<file path="src/rtl/slurm16_cpu_writeback_ctrl.sv">
// slurm16_cpu_writeback_ctrl
// Pipeline stage 5 writeback controller. It picks the result source for each
// request (ALU, link, memory load, port read) and keeps destinations of
// outstanding loads in an in-order queue. Loads complete out-of-band through
// the mem/port response strobes. It grants one register-file write per cycle
// and uses a one-entry skid buffer to hold an ALU/LINK result that lost
// arbitration.
//
// Ports:
//   CLK, RST                 clock, synchronous active-high reset
//   wb_valid/src/reg/data    writeback request from stage 4
//   wb_stall                 request not accepted this cycle (combinational)
//   mem_rsp_valid/data       memory load response
//   port_rsp_valid/data      port read response
//   reg_wr_en/sel, reg_out   registered register-file write
//   pending_mask             one bit per register targeted by a queued load
//   rsp_err                  sticky protocol-error flag
//   bypass_valid/sel/data    next-cycle write preview
//
// Build option: define SLURM16_WB_BYPASS_EN to drive bypass_* with the write
// selected this cycle. Otherwise the bypass_* outputs are tied to 0.
module slurm16_cpu_writeback_ctrl #(
  parameter int REGISTER_BITS    = 4,
  parameter int BITS             = 16,
  parameter int LOAD_QUEUE_DEPTH = 2
) (
  input  logic                        CLK,
  input  logic                        RST,
  input  logic                        wb_valid,
  input  logic [1:0]                  wb_src,
  input  logic [REGISTER_BITS-1:0]    wb_reg,
  input  logic [BITS-1:0]             wb_data,
  output logic                        wb_stall,
  input  logic                        mem_rsp_valid,
  input  logic [BITS-1:0]             mem_rsp_data,
  input  logic                        port_rsp_valid,
  input  logic [BITS-1:0]             port_rsp_data,
  output logic                        reg_wr_en,
  output logic [REGISTER_BITS-1:0]    reg_wr_sel,
  output logic [BITS-1:0]             reg_out,
  output logic [2**REGISTER_BITS-1:0] pending_mask,
  output logic                        rsp_err,
  output logic                        bypass_valid,
  output logic [REGISTER_BITS-1:0]    bypass_sel,
  output logic [BITS-1:0]             bypass_data
);

  localparam int PW = $clog2(LOAD_QUEUE_DEPTH);

  // Queue entry: destination register plus source type (1 = port, 0 = memory).
  logic [REGISTER_BITS-1:0] q_reg  [LOAD_QUEUE_DEPTH];
  logic                     q_port [LOAD_QUEUE_DEPTH];
  // Pointers carry one extra bit so that full and empty can be told apart.
  logic [PW:0]              wr_ptr, rd_ptr, q_count;
  logic                     q_empty, q_full;

  logic                     skid_full;
  logic [REGISTER_BITS-1:0] skid_reg;
  logic [BITS-1:0]          skid_data;

  logic                     accept, is_load, push, rsp_ok, rsp_bad, skid_load;
  logic                     sel_valid;
  logic [REGISTER_BITS-1:0] sel_reg;
  logic [BITS-1:0]          sel_data;
  logic [PW:0]              ent_ptr;

  assign q_empty = (wr_ptr == rd_ptr);
  assign q_full  = (wr_ptr[PW] != rd_ptr[PW]) && (wr_ptr[PW-1:0] == rd_ptr[PW-1:0]);
  assign q_count = wr_ptr - rd_ptr;

  assign is_load  = wb_src[1];
  // The full-queue stall ignores a same-cycle pop on purpose. This keeps the
  // stall off the response path.
  assign wb_stall = skid_full || (is_load && q_full);
  assign accept   = wb_valid && !wb_stall;
  assign push     = accept && is_load;

  always_comb begin
    rsp_ok = 1'b0;
    if (!q_empty && !(mem_rsp_valid && port_rsp_valid)) begin
      rsp_ok = q_port[rd_ptr[PW-1:0]] ? port_rsp_valid : mem_rsp_valid;
    end
  end

  assign rsp_bad   = (mem_rsp_valid || port_rsp_valid) && !rsp_ok;
  // ALU/LINK can only be accepted with the skid empty. So a colliding
  // response is the only thing that sends it to the skid.
  assign skid_load = accept && !is_load && rsp_ok;

  always_comb begin
    sel_valid = 1'b0;
    sel_reg   = '0;
    sel_data  = '0;
    if (rsp_ok) begin
      sel_valid = 1'b1;
      sel_reg   = q_reg[rd_ptr[PW-1:0]];
      sel_data  = mem_rsp_valid ? mem_rsp_data : port_rsp_data;
    end else if (skid_full) begin
      sel_valid = 1'b1;
      sel_reg   = skid_reg;
      sel_data  = skid_data;
    end else if (accept && !is_load) begin
      sel_valid = 1'b1;
      sel_reg   = wb_reg;
      sel_data  = wb_data;
    end
  end

  always_comb begin
    pending_mask = '0;
    ent_ptr      = '0;
    for (int i = 0; i < LOAD_QUEUE_DEPTH; i++) begin
      ent_ptr = rd_ptr + (PW+1)'(i);
      if ((PW+1)'(i) < q_count) begin
        pending_mask[q_reg[ent_ptr[PW-1:0]]] = 1'b1;
      end
    end
  end

  always_ff @(posedge CLK) begin
    if (push) begin
      q_reg[wr_ptr[PW-1:0]]  <= wb_reg;
      q_port[wr_ptr[PW-1:0]] <= wb_src[0];
    end
  end

  always_ff @(posedge CLK) begin
    if (RST) begin
      wr_ptr     <= '0;
      rd_ptr     <= '0;
      skid_full  <= 1'b0;
      skid_reg   <= '0;
      skid_data  <= '0;
      reg_wr_en  <= 1'b0;
      reg_wr_sel <= '0;
      reg_out    <= '0;
      rsp_err    <= 1'b0;
    end else begin
      if (push) wr_ptr <= wr_ptr + 1'b1;
      if (rsp_ok) rd_ptr <= rd_ptr + 1'b1;
      if (rsp_bad) rsp_err <= 1'b1;
      if (skid_load) begin
        skid_full <= 1'b1;
        skid_reg  <= wb_reg;
        skid_data <= wb_data;
      end else if (skid_full && !rsp_ok) begin
        skid_full <= 1'b0;
      end
      // An r0 write still uses its slot, but it never strobes the register file.
      reg_wr_en <= sel_valid && (sel_reg != '0);
      if (sel_valid) begin
        reg_wr_sel <= sel_reg;
        reg_out    <= sel_data;
      end
    end
  end

`ifdef SLURM16_WB_BYPASS_EN
  assign bypass_valid = sel_valid && (sel_reg != '0);
  assign bypass_sel   = sel_reg;
  assign bypass_data  = sel_data;
`else
  assign bypass_valid = 1'b0;
  assign bypass_sel   = '0;
  assign bypass_data  = '0;
`endif

endmodule

</file>
<file path="config.mk">
export PLATFORM = sky130hd
export DESIGN_NAME = slurm16_cpu_writeback_ctrl
export DESIGN_NICKNAME = d
export VERILOG_FILES = /design/src/rtl/slurm16_cpu_writeback_ctrl.sv
export SDC_FILE = /design/constraint.sdc
export NUM_CORES = 1
export LEC_CHECK = 0
export ABC_CLOCK_PERIOD_IN_PS = 2350
export CORE_UTILIZATION = 45
export DETAILED_ROUTE_END_ITERATION = 7
export DONT_BUFFER_PORTS = 1
export HOLD_SLACK_MARGIN = 0.12
export PLACE_DENSITY = 0.65
export SYNTH_ARGS = -nofsm -noshare
export SYNTH_HDL_FRONTEND = slang
export SYNTH_SLANG_ARGS = --single-unit
</file>
<file path="constraint.sdc">
create_clock -name CLK -period 2.35 [get_ports CLK]
set_clock_uncertainty 0.1 [all_clocks]
set_input_delay 0.47 -clock CLK [delete_from_list [all_inputs] [get_ports CLK]]
set_output_delay 0.47 -clock CLK [all_outputs]
set_load 0.005 [all_outputs]
</file>
==> results of run 1 <==
## path summary, 6_finish.rpt
check | end | slack, ns | cells past startpoint
hold / removal | skid_data[0]$_SDFFE_PP0P_ | 0.18 | 2
hold reg to reg | skid_data[0]$_SDFFE_PP0P_ | 0.37 | 2
setup / recovery | pending_mask[15] | 0.08 | 6
setup reg to reg | reg_out[6]$_SDFFE_PP0P_ | 0.17 | 7
## per-layer routing
metal  up-vias  routed length, um  track usage
li1       1364                  -            -
met1      1334               3640        0.253
met2       107               4090        0.352
met3         8                555       0.0544
met4         0                 80       0.0661
met5         -                  0            0
## Yosys cell counts, types with 2 or more instances
| library cell | n |
|---|---|
| a2111oi_0 | 20 |
| a211oi_1 | 21 |
| a21oi_1 | 4 |
| a31oi_1 | 7 |
| and3b_1 | 2 |
| buf_2 | 2 |
| buf_4 | 23 |
| buf_6 | 4 |
| clkbuf_1 | 21 |
| dfxtp_1 | 48 |
| edfxtp_1 | 10 |
| inv_1 | 7 |
| mux2_2 | 22 |
| mux2i_1 | 41 |
| mux2i_2 | 2 |
| nand2_1 | 3 |
| nand2b_1 | 43 |
| nand3_1 | 2 |
| nand3b_1 | 2 |
| nor2_1 | 9 |
| nor2b_1 | 20 |
| nor3_1 | 14 |
| nor3b_1 | 6 |
| o21ai_0 | 7 |
| o21bai_1 | 2 |
| o22ai_1 | 16 |
| or4_1 | 3 |
| xnor2_1 | 2 |
## kinds of logic after synthesis
logic type | Yosys count
AO/OA/AOI/OAI | 80
adder cells (fa/ha/maj) | 1
other | 1
XOR/XNOR | 4
flip-flops | 58
AND/OR/NAND/NOR | 108
buffers and inverters | 59
multiplexers | 65
## per-stage QoR
stage	power [uW]	worst slack (ns)	hold WS (ns)
after detailed placement	1520	0.285	0.361
final	2650	0.0754	0.178
after global placement	1510	0.330	0.353
after floorplan	1470	0.466	0.345
after CTS	2640	-0.0101	0.120
after global routing	2750	0.000426	0.180
## timing repair
item,in CTS,in global routing
setup buffers,0,1
pin swaps,4,4
endpoints found under the hold margin,32,3
hold buffers,6,3
gates resized for setup,1,19
setup endpoints to repair,8,16
## area by class of cell
| class | count | area (um2) |
|---|---|---|
| Tap cell | 102 | 128 |
| Multi-Input combinational cell | 279 | 2140 |
| Inverter | 8 | 33.8 |
| Clock buffer | 10 | 149 |
| Sequential cell | 58 | 1260 |
| Timing Repair Buffer | 25 | 223 |
| Clock inverter | 6 | 95.1 |
| Fill cell | 699 | 3650 |
## report_power, final
group / switching [uW] / internal, uW / leakage (uW)
Combinational: 234 / 192 / 0.000836
Sequential: 50.7 / 1070 / 0.000483
Clock: 429 / 670 / 0.000122
## worst max-delay path, stage by stage (launching register included)
cell,delay (ns)
dfxtp_1,0.35
inv_1,0.08
ha_1,0.20
xor3_2,0.28
nand2b_4,0.17
nand2_2,0.10
o22ai_2,0.20
==> results by group, run 1 <==
Run status
  – Status: finished, violations left
  – Failing checks: DRC

Clock tree
  – Clk root buf: clkbuf_8
  – Clock sinks: 58
  – Worst-Skew Late Latency: ~0.34 ns
  – CTS Buf Count: 9
  – Reg clk slew, reported paths: 0.08 ns
  – # H-tree levels: 3
  – CTS tree: done
  – Clk buf depth: 2

Timing
  – Tmin final: roughly 2.3 ns
  – # setup viols final: 0
  – Fmax: 0.440 GHz
  – Slew @ Worst Pin: 1.05 ns
  – Slew Viols, Final: 0
  – RSZ-0062 raised after global routing: false
  – Fin crit share: 0.968
  – Final Hold Viols: 0
  – Slew headroom: 0.296
  – Setup TNS: 0 ns

Min path
  – Hold Startpoint: wb_data[0]
  – Worst hold path class: in -> reg

Drt
  – DR WL/cell: ~17 um
  – DRC: 1
  – Pre-Repair DR Iteration Count: 6
  – Vias: roughly 2800
  – Vias per inst: 5.76
  – Drt total wl: approximately 8400 um
  – Remaining antenna violation count: 0
  – Drt first-iter violations: between 100 and 150

Placement
  – Post-placement cell count: 462
  – DPL Wire Length: roughly 6000 um
  – Final GP Congestion: just under 0.9
  – DP Area: about 3600 um2
  – I/O Buffers: 0

Synth
  – Area leader, netlist: dfxtp_1
  – Netlist cell types: a little over 40
  – Synth Area in XOR/XNOR: 0.0140
  – Synth Area in Simple Gates: 0.182
  – Post-synthesis sequential area ratio: 0.353
  – Post-synth EDFFs: 10
  – Post-synthesis cell area: roughly 3600 um2
  – #FFs+latches synth: 58
  – Synth top area cells: dfxtp_1 27%, mux2i_1 11%, edfxtp_1 8.4%
  – Prevailing post-synth register cell: dfxtp_1
  – Cells after Synth: approximately 380
  – Post-Synth Adder-Cell Area: 0.00350
  – Mux cell area share after synthesis: 0.192
  – Async set-or-reset flop fraction in the synthesized netlist: 0
  – Avg Inst Size Synth: around 9.5 um2
  – Synth warnings: 0
  – Synth Area in Compound Gates: 0.160
  – Top cell type's share of synthesized area: 0.269
  – Main combinational cell family by area after synthesis: multiplexers

Global routing
  – First-pass GRT wire length: roughly 14000 um
  – GRT overflow: 0
  – Total track usage: 0.207
  – Vias in the first global route: between 2000 and 3000
  – Largest net degree at the start of global routing: between 40 and 50
  – Initial antenna violation count: 0

Power
  – Power density over cell area: ~660 nW/um2
  – P_leak: 0.00144 uW
  – Max VDD drop: roughly 0.28 mV

Cells and area
  – Fin area: 4030 um2
  – Antenna Cells: 0
  – Area grow syn2layout: 12.8%
  – Cell Count, Final, Fillers Out: 488
  – Most common cell after layout, fill and taps aside: dfxtp_1
  – Post-Route Utilization: 0.525
  – Share of cells above drive strength 1: 0.194
  – Final Net Count: about 440
  – Most frequent cells in the layout: 48 x dfxtp_1, 42 x nand2b_1, 41 x mux2i_1, 22 x mux2_2

Critical path
  – Critical Path Sink Type: output pin
  – Critical Path Start: wr_ptr[0]$_SDFFE_PP0P_
  – Reg2Reg Launch Point: wr_ptr[0]$_SDFFE_PP0P_
  – Worst Path Arrival: between 1.5 and 2 ns
  – Critical Path RT: 1.78 ns
  – Worst-path fanout max: 6
  – WS Path Type: reg -> out
  – Critical Path Start Type: flop

Die
  – Die width: between 90 and 100 um
  – Core box area: ~7700 um2
  – Initial core utilization: 0.465
  – IO Pins: around 120
  – Die height: a little over 90 um
  – Rows: 32
  – Die area: about 8300 um2

Flow run
  – # Max-Cap Violations: 0
(Power assumes the default switching activity.)
==> inputs of run 2 (changes only) <==
--- a/config.mk
+++ b/config.mk
@@ -11,6 +11,7 @@
 export DONT_BUFFER_PORTS = 1
 export HOLD_SLACK_MARGIN = 0.12
 export PLACE_DENSITY = 0.65
+export SETUP_SLACK_MARGIN = 0.1
 export SYNTH_ARGS = -nofsm -noshare
 export SYNTH_HDL_FRONTEND = slang
 export SYNTH_SLANG_ARGS = --single-unit
==> run 2 against run 1 <==
Effect of this change: the flow now finishes without violations; critical endpoint is now pending_mask[6]; largest cell class unchanged; largest power group unchanged; clock power is essentially flat; highest routed layer unchanged; sequential share of layout area shrank 0.80 points; total power grew 1.2%; first-iteration DRC count shrank 12%; critical path depth shrank 1; worst setup slack gained 0.023 ns.
==> results by group, run 2 (synthesis results as in run 1) <==
Drt
  – Vias: 2822 (+0.32%)
  – DRC: 0 (-1)
  – Remaining antenna violation count: 0 (unchanged)
  – Drt total wl: 8600 um (+2.8%)
  – Vias per inst: 5.76 (about the same)
  – Drt first-iter violations: 106 (-12%)
  – DR WL/cell: 17.5 um (+2.4%)
  – Pre-Repair DR Iteration Count: 6 (unchanged)

Global routing
  – Largest net degree at the start of global routing: 46 (unchanged)
  – Total track usage: 0.207 (+0.000356)
  – Vias in the first global route: 2652 (-0.038%)
  – First-pass GRT wire length: 13600 um (about the same)
  – Initial antenna violation count: 0 (unchanged)
  – GRT overflow: 0 (unchanged)

Die
  – Die area: 8310 um2 (unchanged)
  – Rows: 32 (unchanged)
  – IO Pins: 119 (unchanged)
  – Die width: 91.1 um (unchanged)
  – Die height: 91.1 um (unchanged)
  – Initial core utilization: 0.465 (unchanged)
  – Core box area: 7690 um2 (unchanged)

Timing
  – Slew @ Worst Pin: 1.07 ns (+0.0178 ns)
  – Slew Viols, Final: 0 (unchanged)
  – Final WS setup: 0.0983 ns (+0.0229 ns)
  – Fin crit share: 0.958 (-0.00974)
  – Slew headroom: 0.284 (-0.0119)
  – Final Hold Viols: 0 (unchanged)
  – Tmin final: 2.25 ns (-0.0229 ns)
  – Fmax: 0.444 GHz (+1.0%)
  – # setup viols final: 0 (unchanged)
  – RSZ-0062 raised after global routing: true
  – Setup TNS: 0 ns (unchanged)

Critical path
  – Reg2reg end: reg_out[6]$_SDFFE_PP0P_
  – Critical Path RT: 1.78 ns (about the same)
  – Reg2Reg Launch Point: wr_ptr[0]$_SDFFE_PP0P_
  – Worst Path Arrival: 1.68 ns (-0.02 ns)
  – R2R cell count: 7 (unchanged)
  – R2R setup slack: 0.27 ns (+0.10 ns)
  – Critical Path Start: wr_ptr[0]$_SDFFE_PP0P_
  – WS Path Type: reg -> out
  – Critical Path Sink Type: output pin
  – Critical Path Start Type: flop
  – Worst-path fanout max: 6 (unchanged)
  – Setup crit end: pending_mask[6]

Cells and area
  – FILL cells: 691 (-1.1%)
  – Share of cells above drive strength 1: 0.247 (+0.0531)
  – Post-Route Utilization: 0.540 (+0.0148)
  – Final Net Count: 443 (+0.45%)
  – Cell Count, Final, Fillers Out: 490 (+0.41%)
  – Register area: 1260 um2 (+0.20%)
  – Most common cell after layout, fill and taps aside: dfxtp_1
  – Antenna Cells: 0 (unchanged)
  – Area grow syn2layout: 16.0%
  – Most frequent cells in the layout: 46 x dfxtp_1, 42 x nand2b_1, 41 x mux2i_1, 22 x mux2_2
  – Area occupied by multi-input gates: 2240 um2 (+4.6%)

Placement
  – Final GP Congestion: 0.888 (unchanged)
  – Pre-CTS setup slack: 0.285 ns (unchanged)
  – Post-placement cell count: 462 (unchanged)
  – DPL Wire Length: 5880 um (unchanged)
  – I/O Buffers: 0 (unchanged)

Flow run
  – # Max-Cap Violations: 0 (unchanged)

Power
  – Max VDD drop: 0.281 mV (about the same)
  – P_leak: 0.00146 uW (+1.7%)
  – Power density over cell area: 646 nW/um2 (-1.6%)

Clock tree
  – Worst-Skew Late Latency: 0.34 ns (about the same)
  – Clock sinks: 58 (unchanged)
  – Reg clk slew, reported paths: 0.08 ns (about the same)
  – CTS tree: done
  – Clk root buf: clkbuf_8
  – CTS Buf Count: 9 (unchanged)
  – # H-tree levels: 3 (unchanged)
  – Clk buf depth: 2 (unchanged)

Run status
  – Status: finished clean

Min path
  – Worst hold path class: in -> reg
[run 2: critical path: stages (launching register included)]
cell and delay [ns]:
dfxtp_2 0.33, inv_2 0.06, ha_2 0.17, xor3_2 0.33
o21ai_1 0.28, o22ai_1 0.19
[run 2: layout make-up]
| class | instances | share of cell area |
|---|---|---|
| Multi-Input combinational cell | 279 | 0.541 |
| Sequential cell | 58 | 0.305 |
| Timing Repair Buffer | 27 | 0.0573 |
| Clock buffer | 10 | 0.0359 |
| Tap cell | 102 | 0.0308 |
| Clock inverter | 6 | 0.0229 |
| Inverter | 8 | 0.00784 |
[run 2: metal layers]
metal	share of wire	GRT usage	wire, um	vias up
met5	0	0	0	-
met4	0.011	0.0661	93	0
met3	0.059	0.0553	510	10
met2	0.50	0.353	4310	92
met1	0.43	0.253	3680	1358
li1	-	-	-	1362
[run 2: per-stage QoR]
| stage | instance area, um2 | total power, uW | hold WS, ns |
|---|---|---|---|
| after CTS | 3980 | 2660 | 0.120 |
| final | 4150 | 2680 | 0.178 |
| after global placement | 3620 | 1510 | 0.353 |
| after global routing | 4150 | 2780 | 0.180 |
| after detailed placement | 3620 | 1520 | 0.361 |
| after floorplan | 3650 | 1470 | 0.345 |
[run 2: worst min-delay path by stage]
stage                                           from                          to  slack [ns]  depth (start not counted)
after floorplan            skid_data[0]$_SDFFE_PP0P_   skid_data[0]$_SDFFE_PP0P_        0.35                          2
after global placement    skid_data[15]$_SDFFE_PP0P_  skid_data[15]$_SDFFE_PP0P_        0.35                          2
after detailed placement   skid_data[4]$_SDFFE_PP0P_   skid_data[4]$_SDFFE_PP0P_        0.36                          2
after CTS                                  wb_reg[1]       q_reg[0][1]$_DFFE_PP_        0.12                          0
after global routing                      wb_data[0]   skid_data[0]$_SDFFE_PP0P_        0.18                          2
final                                    wb_data[15]  skid_data[15]$_SDFFE_PP0P_        0.18                          2
[run 2: what timing repair did]
action / 4_1_cts / 5_1_grt
endpoints found under the hold margin: 32 / 3
buffers inserted: 0 / 3
endpoints found under the setup margin: 16 / 16
pin swaps: 4 / 2
hold buffers: 6 / 3
gates resized for setup: 15 / 26
[run 2: where the power goes]
part / switching (uW) / leakage (uW) / internal (uW) / total (uW)
Sequential: 52.2 / 0.000484 / 1070 / 1120
Clock: 431 / 0.000122 / 670 / 1100
Combinational: 249 / 0.000859 / 204 / 453
Total: 733 / 0.00146 / 1950 / 2680
==> inputs of run 3 (changes only) <==
--- a/config.mk
+++ b/config.mk
@@ -11,6 +11,7 @@
 export DONT_BUFFER_PORTS = 1
 export HOLD_SLACK_MARGIN = 0.12
 export PLACE_DENSITY = 0.65
+export RECOVER_POWER = 100
 export SETUP_SLACK_MARGIN = 0.1
 export SYNTH_ARGS = -nofsm -noshare
 export SYNTH_HDL_FRONTEND = slang
==> run 3 against run 2 <==
Effect of this change: the flow now finishes with violations (DRC); non-clock buffer count did not move; hold slack worse by 0.0017 ns; via count is 0.53% higher; combinational power decreased by 4%; global-route usage is the same; final cell count unchanged; total power is 0.79% lower.
==> results by group, run 3 (synthesis results as in run 1) <==
Run status
  – Status: finished, violations left
  – Failing checks: DRC

Critical path
  – CP peak stage delay: 0.34 ns (about the same)
  – Critical Path RT: 1.78 ns (about the same)
  – Worst Path Arrival: 1.67 ns (about the same)
  – Worst-path cell chain: inv_2 > ha_2 > xor3_2 > nand2b_4 > o21ai_2 > o22ai_1
  – Worst-path fanout max: 6 (unchanged)
  – CP max stage cell: dfxtp_2
  – Critical Path Start Type: flop
  – Critical Path Sink Type: output pin
  – WS Path Type: reg -> out
  – R2R cell count: 7 (unchanged)

Timing
  – Final WS setup: 0.114 ns (+0.0158 ns)
  – Setup TNS: 0 ns (unchanged)
  – Tmin final: 2.24 ns (-0.0158 ns)
  – Fmax: 0.447 GHz (+0.71%)
  – Slew headroom: 0.302 (+0.0177)
  – Fin crit share: 0.951 (-0.00671)
  – RSZ-0062 raised after global routing: true
  – Slew Viols, Final: 0 (unchanged)
  – # setup viols final: 0 (unchanged)
  – Final Hold Viols: 0 (unchanged)
  – Slew @ Worst Pin: 1.04 ns (-0.0265 ns)

Clock tree
  – Worst-Skew Late Latency: 0.34 ns (about the same)
  – Reg clk slew, reported paths: 0.08 ns (about the same)
  – Clk buf depth: 2 (unchanged)
  – CTS tree: done
  – CTS Buf Count: 9 (unchanged)
  – Clock sinks: 58 (unchanged)
  – # H-tree levels: 3 (unchanged)
  – Clk root buf: clkbuf_8

Drt
  – DR WL/cell: 17.4 um (-0.66%)
  – Drt total wl: 8540 um (-0.66%)
  – Vias: 2837 (+0.53%)
  – Vias per inst: 5.79 (+0.53%)
  – Drt first-iter violations: 118 (+11%)
  – Pre-Repair DR Iteration Count: 6 (unchanged)
  – Remaining antenna violation count: 0 (unchanged)
  – DRC: 1 (+1)

Cells and area
  – Share of cells above drive strength 1: 0.219 (-0.0284)
  – Final Net Count: 443 (unchanged)
  – Area grow syn2layout: 13.9%
  – Antenna Cells: 0 (unchanged)
  – FILL cells: 711 (+2.9%)
  – Most frequent cells in the layout: 46 x dfxtp_1, 42 x mux2i_1, 42 x nand2b_1, 22 x mux2_2
  – Most common cell after layout, fill and taps aside: dfxtp_1

Global routing
  – First-pass GRT wire length: 13600 um (unchanged)
  – Initial antenna violation count: 0 (unchanged)
  – Total track usage: 0.207 (unchanged)
  – GRT overflow: 0 (unchanged)
  – Vias in the first global route: 2652 (unchanged)
  – Largest net degree at the start of global routing: 46 (unchanged)

Min path
  – Worst hold path class: in -> reg
  – Worst Hold Depth: 2 (unchanged)

Die
  – IO Pins: 119 (unchanged)
  – Initial core utilization: 0.465 (unchanged)
  – Die area: 8310 um2 (unchanged)
  – Die width: 91.1 um (unchanged)
  – Core box area: 7690 um2 (unchanged)
  – Die height: 91.1 um (unchanged)
  – Rows: 32 (unchanged)

Power
  – Power density over cell area: 653 nW/um2 (+1.1%)
  – Max VDD drop: 0.281 mV (about the same)
  – Total power: 2660 uW (-0.79%)
  – P_leak: 0.00145 uW (-1.0%)

Placement
  – Final GP Congestion: 0.888 (unchanged)
  – I/O Buffers: 0 (unchanged)
  – DPL Wire Length: 5880 um (unchanged)
  – Pre-CTS setup slack: 0.285 ns (unchanged)

Flow run
  – # Max-Cap Violations: 0 (unchanged)
run 3: cell type report:
type	count	area, um2	area share
Clock buffer	10	149	0.0366
Clock inverter	6	95.1	0.0234
Inverter	8	32.5	0.00799
Multi-Input combinational cell	279	2170	0.533
Sequential cell	58	1260	0.310
Tap cell	102	128	0.0313
Timing Repair Buffer	27	234	0.0575
run 3: worst paths after layout:
kind	start	end	slack (ns)
max reg2reg	wr_ptr[0]$_SDFFE_PP0P_	reg_out[6]$_SDFFE_PP0P_	0.12
min reg2reg	skid_data[14]$_SDFFE_PP0P_	skid_data[14]$_SDFFE_PP0P_	0.37
min	wb_data[15]	skid_data[15]$_SDFFE_PP0P_	0.18
max	wr_ptr[0]$_SDFFE_PP0P_	pending_mask[10]	0.11
run 3: worst max-delay path: cells and delay by family (launching register included):
kind	cells	cell delay [ns]
adders and majority gates	1	0.18
AOI/OAI and AO/OA	2	0.30
and+or+nand+nor	1	0.18
xor gates and xnor gates	1	0.29
buffers and inverters	1	0.05
DFF	1	0.34
run 3: where the power goes:
group / internal (uW) / leakage (uW) / switching (uW) / total (uW)
registers: 1070 / 0.000484 / 52.0 / 1120
clock network: 670 / 0.000122 / 429 / 1100
logic: 197 / 0.000844 / 237 / 434
run 3: routing by layer:
metal / GRT usage / vias to the layer above / share of wire
met3: 0.0553 / 9 / 0.065
li1: - / 1364 / -
met2: 0.353 / 106 / 0.50
met4: 0.0661 / 0 / 0.013
met1: 0.253 / 1358 / 0.42
met5: 0 / - / 0
run 3: stage by stage:
step	utilization	instance area [um2]	std cells	hold slack, ns
2_1_floorplan	-	3650	396	0.345
3_3_place_gp	0.470	3620	462	0.353
3_5_place_dp	0.470	3620	462	0.361
4_1_cts	0.517	3980	484	0.120
5_1_grt	0.530	4070	490	0.180
6_report	0.530	4070	490	0.176
run 3: repair_timing:
item                       4_1_cts  5_1_grt
pin swaps                        4        2
setup buffers                    0        3
resized for setup               15       26
hold buffers                     6        3
hold endpoints to repair        32        3
setup endpoints to repair       16       16
